**src/rtl/demux_pkg.sv**
```systemverilog
// rtl/demux_pkg.sv - shared constants, slot state encoding and clog2 helper for the 1-to-N demux
package demux_pkg;

  localparam int DEMUX_WIDTH = 64;
  localparam int DEMUX_N     = 2;

  typedef enum logic {
    SLOT_EMPTY = 1'b0,
    SLOT_FULL  = 1'b1
  } slot_state_t;

  function automatic int clog2(input int n);
    int r;
    r = 0;
    while ((1 << r) < n) r = r + 1;
    return r;
  endfunction

endpackage

```
**src/rtl/demux_slot.sv**
```systemverilog
// rtl/demux_slot.sv - one-entry holding register for a single demux output channel
module demux_slot
  import demux_pkg::*;
#(
  parameter int WIDTH = DEMUX_WIDTH
) (
  input  logic             clk,
  input  logic             rst,
  input  logic             load,
  input  logic [WIDTH-1:0] load_data,
  input  logic             drain_ready,
  output logic             valid,
  output logic [WIDTH-1:0] data
);

  slot_state_t state, state_next;

  always_ff @(posedge clk) begin
    if (rst) state <= SLOT_EMPTY;
    else     state <= state_next;
  end

  // A load while FULL only happens alongside a drain, so load always wins.
  always_comb begin
    state_next = state;
    case (state)
      SLOT_EMPTY: if (load) state_next = SLOT_FULL;
      SLOT_FULL:  if (!load && drain_ready) state_next = SLOT_EMPTY;
      default:    state_next = SLOT_EMPTY;
    endcase
  end

  always_ff @(posedge clk) begin
    if (rst)       data <= '0;
    else if (load) data <= load_data;
  end

  assign valid = (state == SLOT_FULL);

endmodule

```
**src/rtl/demultiplexer_1ton_reg.sv**
```systemverilog
// rtl/demultiplexer_1ton_reg.sv - registered 1-to-N demux; DEMUX_RR_EN selects round-robin routing
module demultiplexer_1ton_reg
  import demux_pkg::*;
#(
  parameter int WIDTH = DEMUX_WIDTH,
  parameter int N     = DEMUX_N,
  parameter int SEL_W = 1
) (
  input  logic               clk,
  input  logic               rst,
  input  logic               in_valid,
  output logic               in_ready,
  input  logic [WIDTH-1:0]   in_data,
  input  logic [SEL_W-1:0]   in_sel,
  output logic [N-1:0]       out_valid,
  input  logic [N-1:0]       out_ready,
  output logic [N*WIDTH-1:0] out_data,
  output logic               sel_err
);

  localparam logic [SEL_W:0] N_EXT = (SEL_W+1)'(N);

  logic [SEL_W-1:0] sel;
  logic             sel_in_range;
  logic             ready_c;
  logic             accept;
  logic [N-1:0]     load;

  assign sel_in_range = ({1'b0, sel} < N_EXT);

`ifdef DEMUX_RR_EN
  localparam int PTR_W = (clog2(N) < 1) ? 1 : clog2(N);

  logic [PTR_W-1:0] rr_ptr;
  logic             unused_in_sel;

  assign unused_in_sel = ^in_sel;

  always_ff @(posedge clk) begin
    if (rst)
      rr_ptr <= '0;
    else if (accept)
      rr_ptr <= (rr_ptr == PTR_W'(N-1)) ? '0 : rr_ptr + 1'b1;
  end

  assign sel     = SEL_W'(rr_ptr);
  assign sel_err = 1'b0;
`else
  assign sel = in_sel;

  always_ff @(posedge clk) begin
    if (rst)                          sel_err <= 1'b0;
    else if (accept && !sel_in_range) sel_err <= 1'b1;
  end
`endif

  // Out-of-range words are always taken so they can be dropped without stalling the bus.
  always_comb begin
    ready_c = ~sel_in_range;
    for (int k = 0; k < N; k++) begin
      if (sel == SEL_W'(k) && (!out_valid[k] || out_ready[k])) ready_c = 1'b1;
    end
  end

  assign in_ready = ~rst & ready_c;
  assign accept   = in_valid & in_ready;

  always_comb begin
    load = '0;
    for (int k = 0; k < N; k++) begin
      load[k] = accept && (sel == SEL_W'(k));
    end
  end

  for (genvar k = 0; k < N; k++) begin : g_slot
    demux_slot #(.WIDTH(WIDTH)) u_slot (
      .clk         (clk),
      .rst         (rst),
      .load        (load[k]),
      .load_data   (in_data),
      .drain_ready (out_ready[k]),
      .valid       (out_valid[k]),
      .data        (out_data[k*WIDTH +: WIDTH])
    );
  end

endmodule

```
**config.mk**
```make
export PLATFORM = sky130hd
export DESIGN_NAME = demultiplexer_1ton_reg
export DESIGN_NICKNAME = d
export VERILOG_FILES = /design/src/rtl/demux_pkg.sv /design/src/rtl/demux_slot.sv /design/src/rtl/demultiplexer_1ton_reg.sv
export SDC_FILE = /design/constraint.sdc
export NUM_CORES = 1
export LEC_CHECK = 0
export ABC_AREA = 1
export CORE_MARGIN = 1
export CORE_UTILIZATION = 25
export DETAILED_ROUTE_END_ITERATION = 10
export DONT_BUFFER_PORTS = 1
export PLACE_DENSITY = 0.37
export RECOVER_POWER = 100
export SKIP_CTS_REPAIR_TIMING = 1
export SLEW_MARGIN = 20
export SYNTH_ARGS = -nofsm -noshare
export SYNTH_HDL_FRONTEND = slang
export SYNTH_SLANG_ARGS = --single-unit
```
**constraint.sdc**
```tcl
create_clock -name clk -period 3 [get_ports clk]
set_input_delay 0.3 -clock clk [delete_from_list [all_inputs] [get_ports clk]]
set_output_delay 0.3 -clock clk [all_outputs]
set_load 0.01 [all_outputs]
```
* Word-level counts from Yosys, hierarchy flattened
Index checks and enable logic that the tools add are counted.
** Word-level totals
- Register bits :: 130
- Input port bits :: 70
- Output and inout port bits :: 132
- Logic and storage cells :: 30
** Operators by class
- Muxes and demuxes :: 8
- Bitwise gates (word level) :: 6
- Reductions and logical operators :: 12
** Operators by type and width (count)
- logical AND 1 bit :: 6
- 2-to-1 mux 1 bit :: 6
- logical NOT 1 bit :: 4
- NOT 1 bit :: 4
- one-hot mux 1 bit (2 select lines) :: 2
- bitwise AND 1 bit :: 2
- logical OR 1 bit :: 2

* Logic depth before layout (Yosys ltp)
Gate-level depths: netlist of the first run.
- Word-level depth :: 12
- Mapped depth :: 9

* Modules after synthesis
Synthesis of the first run repeated with hierarchy kept, for this count alone.
** Second synthesis, totals
- Cells, all modules :: 577
- Area, all modules :: 4658.2 µm²
** By module, submodules not included
- demux_slot :: instances 2, cells each 282, area each 2296.0 µm², sequential area each 1301.2 µm²
- demultiplexer_1ton_reg :: instances 1, cells each 13, area each 66.3 µm², sequential area each 0.0 µm²

* Worst setup path after synthesis of the first run
Ideal clock, no wire load.
- Path type :: in2reg
- Start :: input port in_sel
- End :: register g_slot[0].u_slot.data[13]
- Library setup time :: 0.113 ns
- Data arrival time :: 1.093 ns
- Slack :: 1.794 ns
- Cell stages on the path :: 6
- Cells stage by stage :: inv_1 > clkbuf_1 > buf_1 > nand4_1 > nand2_1 > nor2_1
** Between the ends
- Cells in the longest elaborated chain, start to end :: 7
** Ends and longest elaborated chain
- start, declared :: RTL line demultiplexer_1ton_reg.sv:14 : input logic [SEL_W-1:0] in_sel,
- NOT 1 bit :: RTL line demultiplexer_1ton_reg.sv:61, demultiplexer_1ton_reg.sv:71
- logical AND 1 bit :: RTL line demultiplexer_1ton_reg.sv:61 : if (sel == SEL_W'(k) && (!out_valid[k] || out_ready[k])) ready_c = 1'b1;
- 2-to-1 mux 1 bit (2 in series) :: RTL line demultiplexer_1ton_reg.sv:61
- bitwise AND 1 bit :: RTL line demultiplexer_1ton_reg.sv:65 : assign in_ready = ~rst & ready_c;
- bitwise AND 1 bit :: RTL line demultiplexer_1ton_reg.sv:66 : assign accept = in_valid & in_ready;
- logical AND 1 bit * :: RTL line demultiplexer_1ton_reg.sv:71 : load[k] = accept && (sel == SEL_W'(k));
- end signal, assigned :: RTL line demux_slot.sv:35 : else if (load) data <= load_data;
- end, declared :: RTL line demux_slot.sv:13 : output logic [WIDTH-1:0] data
Every way passes the cells marked *; elsewhere a longest branch is shown, timed or not.
A chain may end at the register's enable or synchronous reset.

* Final worst setup path of the first run
- Start :: register g_slot[1].u_slot.state
- End :: register g_slot[0].u_slot.data[4]
** Between the ends
- Cells in the longest elaborated chain, start to end :: 7
** Ends and longest elaborated chain
- start, declared :: RTL line demux_slot.sv:16 : slot_state_t state, state_next;
- start signal, assigned :: RTL line demux_slot.sv:20 : else state <= state_next;
- logical NOT 1 bit :: RTL line demultiplexer_1ton_reg.sv:61
- logical OR 1 bit :: RTL line demultiplexer_1ton_reg.sv:61
- logical AND 1 bit :: RTL line demultiplexer_1ton_reg.sv:61
- 2-to-1 mux 1 bit :: RTL line demultiplexer_1ton_reg.sv:61
- bitwise AND 1 bit :: RTL line demultiplexer_1ton_reg.sv:65
- bitwise AND 1 bit :: RTL line demultiplexer_1ton_reg.sv:66
- logical AND 1 bit :: RTL line demultiplexer_1ton_reg.sv:71
No other way between the ends.

==> results.sh, run 1 <==
export IMPL_synthFlopType="dfxtp_1"
export IMPL_fin_skew_ps=7.74
export IMPL_synth_most_common_cell="nor2_1"
export IMPL_slowest_delay_ps=1070
export IMPL_slowest_stage="clkbuf_2"
export IMPL_grt_pass1_wl_mm=23.1
export IMPL_die_h_um=145
export IMPL_cp_max_fo=65
export IMPL_post_dp_hpwl_mm=9.74
export IMPL_nNetsFinal=757
export IMPL_wl_per_cell_um=15.4
export IMPL_synth_top_area_cell="dfxtp_1"
export IMPL_power_density_nw_per_um2=737
export IMPL_worstReg2RegStart="g_slot[1].u_slot.valid"
export IMPL_dr_pass1_iters=4
export IMPL_avgSynthCellArea_um2=7.12
export IMPL_peakVddDrop_uv=318
export IMPL_die_x_um=145
export IMPL_hp_class="primary input to register"
export IMPL_arrival_ps=2470
export IMPL_area_growth_pct=15.0
export IMPL_cp_buffers_inverters=1
export IMPL_async_reset_ff_share_pct=0
export IMPL_seq_area_um2=2600
export IMPL_syn_inst=720
export IMPL_place_inst=937
export IMPL_yosys_area_top_type_share_pct=50.8
export IMPL_syn_nets=790
export IMPL_fin_hold_ws_ps=106
export IMPL_first_global_vias=4041
export IMPL_final_core_util_pct=29.2
export IMPL_cp_common_cell="nor2_1"
export IMPL_max_slew_margin_pct=2.00
export IMPL_port_buffers=0
export IMPL_worstSetupPathType="register to register"
export IMPL_multiInputGateArea_um2=2000
export IMPL_num_vias=4412
export IMPL_h_tree_depth=4
export IMPL_maxSlewViolCount=0
export IMPL_finalSetupTns_ps=0
export IMPL_synth_distinct_cells=12
export IMPL_wl_mm=15.0
export IMPL_max_cap_viol_count=0
export IMPL_num_rows=52
export IMPL_cts_buffers=17
export IMPL_synth_edff_count=0
export IMPL_status="finished clean"
export IMPL_gr_total_overflow=0
export IMPL_worstHoldStart="out_ready[1]"
export IMPL_dieArea_um2=21100
export IMPL_cp_top_family="buffers and inverters"
export IMPL_synth_area_leaders="dfxtp_1, nor2_1, nand4_1"
export IMPL_synth_yosys_warnings=0
export IMPL_n_fill_cell=2267
export IMPL_seq_area_frac_synth_pct=50.8
export IMPL_gp_congestion=0.771
export IMPL_dp_slack_ps=1110
export IMPL_drive_above_1_share_pct=6.01
export IMPL_syn_area_um2=5130
export IMPL_drt_iter0_markers=152
export IMPL_instances_no_fill=969
export IMPL_start_util_pct=25.4
export IMPL_start_kind="register"
export IMPL_max_freq_mhz=472
export IMPL_drc=0
export IMPL_hold_viol_final=0
export IMPL_io_pins=202
export IMPL_clock_sinks=130
export IMPL_insertedDiodeCount=0
export IMPL_clockRootBuffer="clkbuf_16"
export IMPL_critical_path_cell_chain="nand3_1 > nand4_1 > nor2_4 > clkbuf_2 > nor2_1 > nor2_1"
export IMPL_coreArea_um2=20200
export IMPL_startpoint="g_slot[1].u_slot.valid"
export IMPL_grt_usage_pct=14.0
export IMPL_ys_top_cells_by_count="nor2_1, dfxtp_1, inv_1"
export IMPL_grt_max_degree=68
export IMPL_vias_per_cell=4.55
export IMPL_ant_nets=0
export IMPL_power_leakage_nw=2.60
export IMPL_timing_final_ws_setup_ps=883
export IMPL_clk_pin_slew_ps=60
export IMPL_clk_latency_ps=410
export IMPL_cts_path_max_buffers=2
export IMPL_worst_slew_pin_slew_ps=1470
export IMPL_crit_required_ps=3350
export IMPL_synth_seq_cells=130
export IMPL_antenna_found_initial=0
export IMPL_end_kind="register"
export IMPL_setup_violations=0
export IMPL_rsz0062_at_grt="no"
export IMPL_fin_crit_ps=2120
export IMPL_cts_tree="built"
export IMPL_min_period_over_period_pct=70.6
==> per-layer routing <==
| metal | wire length, µm | global-route usage (%) | up-vias | part of all wire [%] |
|---|---|---|---|---|
| li1 | - | - | 2193 | - |
| met1 | 6830 | 17.4 | 2050 | 46 |
| met2 | 6620 | 21.4 | 157 | 44 |
| met3 | 1350 | 6.10 | 12 | 9.0 |
| met4 | 155 | 4.84 | 0 | 1.0 |
| met5 | 0 | 0 | - | 0 |
==> worst register-to-register path: stages, from the launching register on <==
cell and delay [ps]:
dfxtp_1 350, nand3_1 120, nand4_1 150, nor2_4 100
clkbuf_2 1070, nor2_1 120, nor2_1 150
==> final timing paths <==
path                                to  depth (start not counted)  slack (ps)
max           g_slot[0].u_slot.data[4]                          6         880
min             g_slot[1].u_slot.valid                          3         110
max reg2reg   g_slot[0].u_slot.data[4]                          6         880
min reg2reg  g_slot[0].u_slot.data[19]                          2         530
==> state kept, by name, summed over array words and instances (netlist names) <==
| register | count |
|---|---|
| g_slot.u_slot.data | 128 |
| g_slot.u_slot.valid | 2 |
==> power breakdown <==
group          internal (mW)  switching (mW)
sequential              1.80          0.0921
clock                   1.41           0.763
combinational         0.0897           0.191
==> metrics by stage <==
stage / area (µm²) / power (mW)
3_5_place_dp: 5260 / 2.20
2_1_floorplan: 5130 / 2.15
3_3_place_gp: 5260 / 2.19
5_1_grt: 5900 / 4.54
6_report: 5900 / 4.35
4_1_cts: 5880 / 4.41
==> final cells by class <==
cell class / instances / area share, %
sequential: 130 / 44.1
timing repair buffer: 7 / 1.32
multi-input combinational: 462 / 33.9
tap: 270 / 5.73
clock inverter: 9 / 2.16
inverter: 69 / 4.39
clock buffer: 22 / 8.38
==> kinds of logic after synthesis <==
family	synth area share [%]
flip-flops	50.8
buffers and inverters	10.6
AO/OA/AOI/OAI	6.34
other	0.0731
AND/OR/NAND/NOR	32.3
==> cell usage in the layout, fill, tap and decap left out <==
master / netlist / layout
a21oi_1: 65 / 65
buf_12: 0 / 1
buf_16: 0 / 1
buf_4: 9 / 2
bufinv_16: 0 / 3
clkbuf_16: 0 / 17
clkbuf_2: 0 / 3
clkbuf_8: 0 / 5
clkinv_2: 0 / 3
clkinvlp_4: 0 / 3
conb_1: 1 / 1
dfxtp_1: 130 / 130
inv_1: 69 / 67
inv_2: 0 / 2
nand2_1: 67 / 67
nand3_1: 2 / 2
nand4_1: 66 / 66
nor2_1: 261 / 259
nor2_4: 0 / 2
Note: power is estimated with default switching activity, not from simulation.
==> run 2: changes to the inputs <==
PLACE_DENSITY = 0.39   (was 0.37)
clock period = 1.9 ns   (was 3 ns; I/O delays follow)
==> run 2 against run 1 <==
Clock power increased by 49%. Register-to-register slack got worse by 580 ps. Die area is the same. First-iteration DRC count grew 13%. Critical path depth shrank 2. Setup slack worse by 660 ps.
==> results.sh, run 2 (synthesis gave the netlist of run 1 again) <==
export IMPL_wl_per_cell_um=15.9
export IMPL_port_buffers=0
export IMPL_cts_buffers=17
export IMPL_slowest_delay_ps=440
export IMPL_h_tree_depth=4
export IMPL_gr_total_overflow=0
export IMPL_drc=0
export IMPL_worstSetupPathType="register to output pin"
export IMPL_grt_max_degree=73
export IMPL_place_inst=940
export IMPL_cp_top_family="flip-flops"
export IMPL_cp_max_fo=28
export IMPL_power_leakage_nw=2.61
export IMPL_cp_depth=4
export IMPL_gp_congestion=0.773
export IMPL_instances_no_fill=975
export IMPL_hold_depth=3
export IMPL_setup_violations=0
export IMPL_num_rows=52
export IMPL_start_util_pct=25.4
export IMPL_antenna_found_initial=0
export IMPL_post_dp_hpwl_mm=9.94
export IMPL_wl_mm=15.5
export IMPL_final_cell_mix="nor2_1, dfxtp_1, inv_1, nand2_1, nand4_1"
export IMPL_start_kind="register"
export IMPL_final_common_cell="nor2_1"
export IMPL_status="finished clean"
export IMPL_critical_path_cell_chain="nand2_1 > nor2_1 > nor2_4 > clkbuf_4"
export IMPL_vias_per_cell=4.59
export IMPL_min_period_over_period_pct=88.4
export IMPL_finalSetupTns_ps=0
export IMPL_drt_iter0_markers=172
export IMPL_crit_required_ps=1710
export IMPL_slowest_stage="dfxtp_1"
export IMPL_num_vias=4472
export IMPL_maxSlewViolCount=0
export IMPL_largest_reg_flops=128
export IMPL_rsz0062_at_grt="no"
export IMPL_ff2ff_setup_slack_ps=300
export IMPL_worstReg2RegStart="g_slot[1].u_slot.valid"
export IMPL_die_x_um=145
export IMPL_die_h_um=145
export IMPL_regMostFlops="g_slot.u_slot.data"
export IMPL_max_cap_viol_count=0
export IMPL_clockRootBuffer="clkbuf_16"
export IMPL_coreArea_um2=20200
export IMPL_grt_usage_pct=14.5
export IMPL_area_growth_pct=15.6
export IMPL_cts_path_max_buffers=2
export IMPL_worst_slew_pin_slew_ps=752
export IMPL_end_kind="output pin"
export IMPL_nNetsFinal=763
export IMPL_hp_class="primary input to register"
export IMPL_power_density_nw_per_um2=1130
export IMPL_arrival_ps=1490
export IMPL_max_slew_margin_pct=49.9
export IMPL_insertedDiodeCount=0
export IMPL_first_global_vias=4202
export IMPL_fin_skew_ps=6.59
export IMPL_dr_pass1_iters=4
export IMPL_grt_pass1_wl_mm=23.8
export IMPL_ff2ff_path_depth=6
export IMPL_ant_nets=0
export IMPL_cts_tree="built"
export IMPL_max_freq_mhz=595
export IMPL_cp_buffers_inverters=1
export IMPL_clk_pin_slew_ps=60
export IMPL_io_pins=202
export IMPL_drive_above_1_share_pct=6.10
export IMPL_peakVddDrop_uv=563
export IMPL_reg2reg_to="g_slot[0].u_slot.data[39]"
export IMPL_fin_crit_ps=1680
export IMPL_clk_latency_ps=410
export IMPL_worstHoldStart="in_valid"
export IMPL_dieArea_um2=21100
export IMPL_hold_path_end="g_slot[0].u_slot.data[48]"
export IMPL_hold_viol_final=0
export IMPL_clock_sinks=130
[run 2: worst min-delay path, delay by kind of cell]
kind / cells / cell delay, ps
simple gates: 3 / 170
[run 2: worst max path at each step]
stage / from / endpoint
3_5_place_dp: g_slot[1].u_slot.valid / g_slot[1].u_slot.data[47]
2_1_floorplan: g_slot[1].u_slot.valid / g_slot[0].u_slot.data[54]
6_report: g_slot[0].u_slot.valid / in_ready
4_1_cts: g_slot[0].u_slot.valid / in_ready
5_1_grt: g_slot[0].u_slot.valid / in_ready
3_3_place_gp: g_slot[1].u_slot.valid / g_slot[0].u_slot.data[33]
[run 2: area by class of cell]
| class | instances | area, µm² |
|---|---|---|
| tap | 270 | 338 |
| clock buffer | 22 | 474 |
| multi-input combinational | 462 | 2000 |
| sequential | 130 | 2600 |
| fill | 2235 | 14200 |
| inverter | 69 | 259 |
| clock inverter | 9 | 106 |
| timing repair buffer | 13 | 148 |
[run 2: metrics by stage]
stage	cell area [µm²]	setup WS [ps]	total power [mW]	utilization [%]	hold slack, ps
4_1_cts	5870	256	6.77	29.1	-188
5_1_grt	5930	99.9	7.00	29.4	1.21
3_3_place_gp	5290	490	3.46	26.2	269
6_report	5930	219	6.69	29.4	2.26
2_1_floorplan	5130	712	3.39	-	387
3_5_place_dp	5290	454	3.47	26.2	268
[run 2: power by group]
group | internal, mW | switching [mW]
logic | 0.146 | 0.312
clock network | 2.02 | 1.21
registers | 2.85 | 0.146
total | 5.01 | 1.67
[run 2: layer usage]
| layer | GRT usage (%) | vias to the layer above | part of all wire (%) |
|---|---|---|---|
| met3 | 5.57 | 17 | 8.4 |
| met2 | 23.0 | 160 | 47 |
| met4 | 5.74 | 0 | 1.6 |
| li1 | - | 2204 | - |
| met5 | 0 | - | 0 |
| met1 | 17.6 | 2091 | 43 |
==> run 3: changes to the inputs <==
ABC_AREA = default   (was 1)
==> run 3 against run 2 <==
Die area rose by 4.1%. Highest routed layer unchanged. Sequential cell count did not move. Non-clock buffer count rose by 58.
==> results.sh, run 3 <==
export IMPL_largest_reg_flops=128
export IMPL_worstHoldStart="rst"
export IMPL_hold_viol_final=0
export IMPL_drt_iter0_markers=58
export IMPL_yosys_area_top_type_share_pct=48.7
export IMPL_crit_required_ps=2190
export IMPL_wl_mm=12.0
export IMPL_clockRootBuffer="clkbuf_16"
export IMPL_cts_buffers=17
export IMPL_arrival_ps=1970
export IMPL_final_cell_mix="dfxtp_1, nor2b_1, mux2_2"
export IMPL_coreArea_um2=21000
export IMPL_syn_inst=427
export IMPL_grt_pass1_wl_mm=18.0
export IMPL_synth_fa_ha_area_share_pct=0
export IMPL_area_growth_pct=24.0
export IMPL_min_period_over_period_pct=88.2
export IMPL_fin_crit_ps=1680
export IMPL_gr_total_overflow=0
export IMPL_drt_met1_wl_mm=5.11
export IMPL_power_leakage_nw=2.76
export IMPL_synthSimpleGateAreaFrac_pct=16.0
export IMPL_syn_area_um2=5340
export IMPL_clk_latency_ps=410
export IMPL_worstSetupPathType="register to register"
export IMPL_antenna_found_initial=0
export IMPL_die_h_um=148
export IMPL_ff2ff_setup_slack_ps=220
export IMPL_hold_path_end="g_slot[0].u_slot.data[50]"
export IMPL_synth_seq_cells=130
export IMPL_maxSlewViolCount=0
export IMPL_synth_mux_area_fraction_pct=30.6
export IMPL_die_x_um=148
export IMPL_max_cap_viol_count=0
export IMPL_insertedDiodeCount=0
export IMPL_synth_most_common_cell="dfxtp_1"
export IMPL_synth_distinct_cells=17
export IMPL_finalSetupTns_ps=0
export IMPL_final_common_cell="dfxtp_1"
export IMPL_synth_area_leaders="dfxtp_1, mux2_2, nor2b_1"
export IMPL_wl_per_cell_um=15.5
export IMPL_ant_nets=0
export IMPL_dieArea_um2=22000
export IMPL_cts_path_max_buffers=2
export IMPL_ys_top_cells_by_count="dfxtp_1, nor2b_1, mux2_2"
export IMPL_synth_top_area_cell="dfxtp_1"
export IMPL_routed_top_layer="met4"
export IMPL_rsz0062_at_grt="no"
export IMPL_port_buffers=0
export IMPL_synth_compound_area_share_pct=0.187
export IMPL_start_kind="register"
export IMPL_routed_wl_met2_mm=5.19
export IMPL_setup_violations=0
export IMPL_fin_hold_ws_ps=28.9
export IMPL_io_pins=202
export IMPL_max_freq_mhz=597
export IMPL_synth_edff_count=0
export IMPL_peakVddDrop_uv=525
export IMPL_slowest_delay_ps=370
export IMPL_seq_area_frac_synth_pct=48.7
export IMPL_startpoint="g_slot[1].u_slot.valid"
export IMPL_critical_path_cell_chain="nand2b_1 > nand4b_4 > clkbuf_2 > mux2_2"
export IMPL_cp_depth=4
export IMPL_cp_buffers_inverters=1
export IMPL_hp_class="primary input to register"
export IMPL_drive_above_1_share_pct=23.6
export IMPL_power_density_nw_per_um2=1040
export IMPL_avgSynthCellArea_um2=12.5
export IMPL_clock_sinks=130
export IMPL_status="finished clean"
export IMPL_cp_max_fo=12
export IMPL_clk_pin_slew_ps=50
export IMPL_regMostFlops="g_slot.u_slot.data"
export IMPL_syn_nets=497
export IMPL_async_reset_ff_share_pct=0
export IMPL_dr_pass1_iters=4
export IMPL_slowest_stage="clkbuf_2"
export IMPL_fin_skew_ps=11.2
export IMPL_post_dp_hpwl_mm=7.72
export IMPL_cp_top_family="simple AND/OR/NAND/NOR gates"
export IMPL_wl_met3_mm=1.58
export IMPL_start_util_pct=25.5
export IMPL_worstReg2RegStart="g_slot[1].u_slot.valid"
export IMPL_hold_depth=2
export IMPL_num_vias=3198
export IMPL_final_core_util_pct=31.6
export IMPL_num_rows=53
export IMPL_grt_usage_pct=10.8
export IMPL_drc=0
export IMPL_synth_xor_area_share_pct=0
export IMPL_vias_per_cell=4.13
export IMPL_h_tree_depth=4
export IMPL_synthFlopType="dfxtp_1"
export IMPL_nNetsFinal=556
export IMPL_end_kind="register"
export IMPL_grt_max_degree=134
export IMPL_first_global_vias=3124
export IMPL_ff2ff_path_depth=4
export IMPL_synth_yosys_warnings=0
export IMPL_cts_tree="built"
export IMPL_synth_top_family_by_area="multiplexers"
export IMPL_gp_congestion=0.684
export IMPL_reg2reg_to="g_slot[1].u_slot.data[41]"
[run 3: cell types whose count changed after synthesis, moves of 49 or more]
cell	previous run	this run
mux2_2	0	76
a21oi_1	65	2
nor2b_1	0	128
inv_1	69	0
nand4_1	66	0
nand2_1	67	1
nor2_1	261	1
mux2_4	0	49
[run 3: kinds of logic (layout without fill, tap and decap cells)]
logic type | count (synthesis) | after routing
DFF | 130 | 130
muxes | 129 | 129
AOI/OAI and AO/OA | 2 | 2
other | 1 | 1
buffers and inverters | 31 | 103
and+or+nand+nor | 134 | 134
[run 3: where the power goes]
group	total (mW)	internal, mW	switching, mW	leakage, nW
clock	3.37	2.17	1.20	0.300
combinational	0.426	0.286	0.141	1.40
sequential	3.06	2.88	0.178	1.07
total	6.86	5.34	1.52	2.76
[run 3: routing by layer]
metal	vias up	GRT usage (%)
li1	1535	-
met1	1499	12.4
met2	151	15.9
met3	13	7.42
met4	0	3.56
met5	-	0
[run 3: final cells by class]
class	count	area (µm²)
Multi-Input combinational cell	266	2330
Clock buffer	24	522
Tap cell	275	344
Clock inverter	8	97.6
Timing Repair Buffer	71	727
Sequential cell	130	2600
Fill cell	2214	14300
[run 3: metrics by stage]
| stage | std cells | power, mW | instance area, µm² | setup slack (ps) |
|---|---|---|---|---|
| 2_1_floorplan | 427 | 3.45 | 5340 | 647 |
| 3_3_place_gp | 677 | 3.48 | 5560 | 288 |
| 3_5_place_dp | 677 | 3.49 | 5560 | 263 |
| 4_1_cts | 709 | 6.93 | 6170 | 258 |
| 5_1_grt | 774 | 7.17 | 6630 | 116 |
| 6_report | 774 | 6.86 | 6630 | 224 |
[run 3: worst max-delay path by stage]
stage,to,slack [ps]
2_1_floorplan,g_slot[1].u_slot.data[25],650
3_3_place_gp,g_slot[1].u_slot.data[23],290
3_5_place_dp,g_slot[1].u_slot.data[24],260
4_1_cts,g_slot[1].u_slot.data[24],260
5_1_grt,g_slot[1].u_slot.data[38],120
6_report,g_slot[1].u_slot.data[41],220
[run 3: worst reg2reg max path, cell delays in order (launching register included)]
cell,delay [ps]
dfxtp_1,320
nand2b_1,180
nand4b_4,320
clkbuf_2,370
mux2_2,380
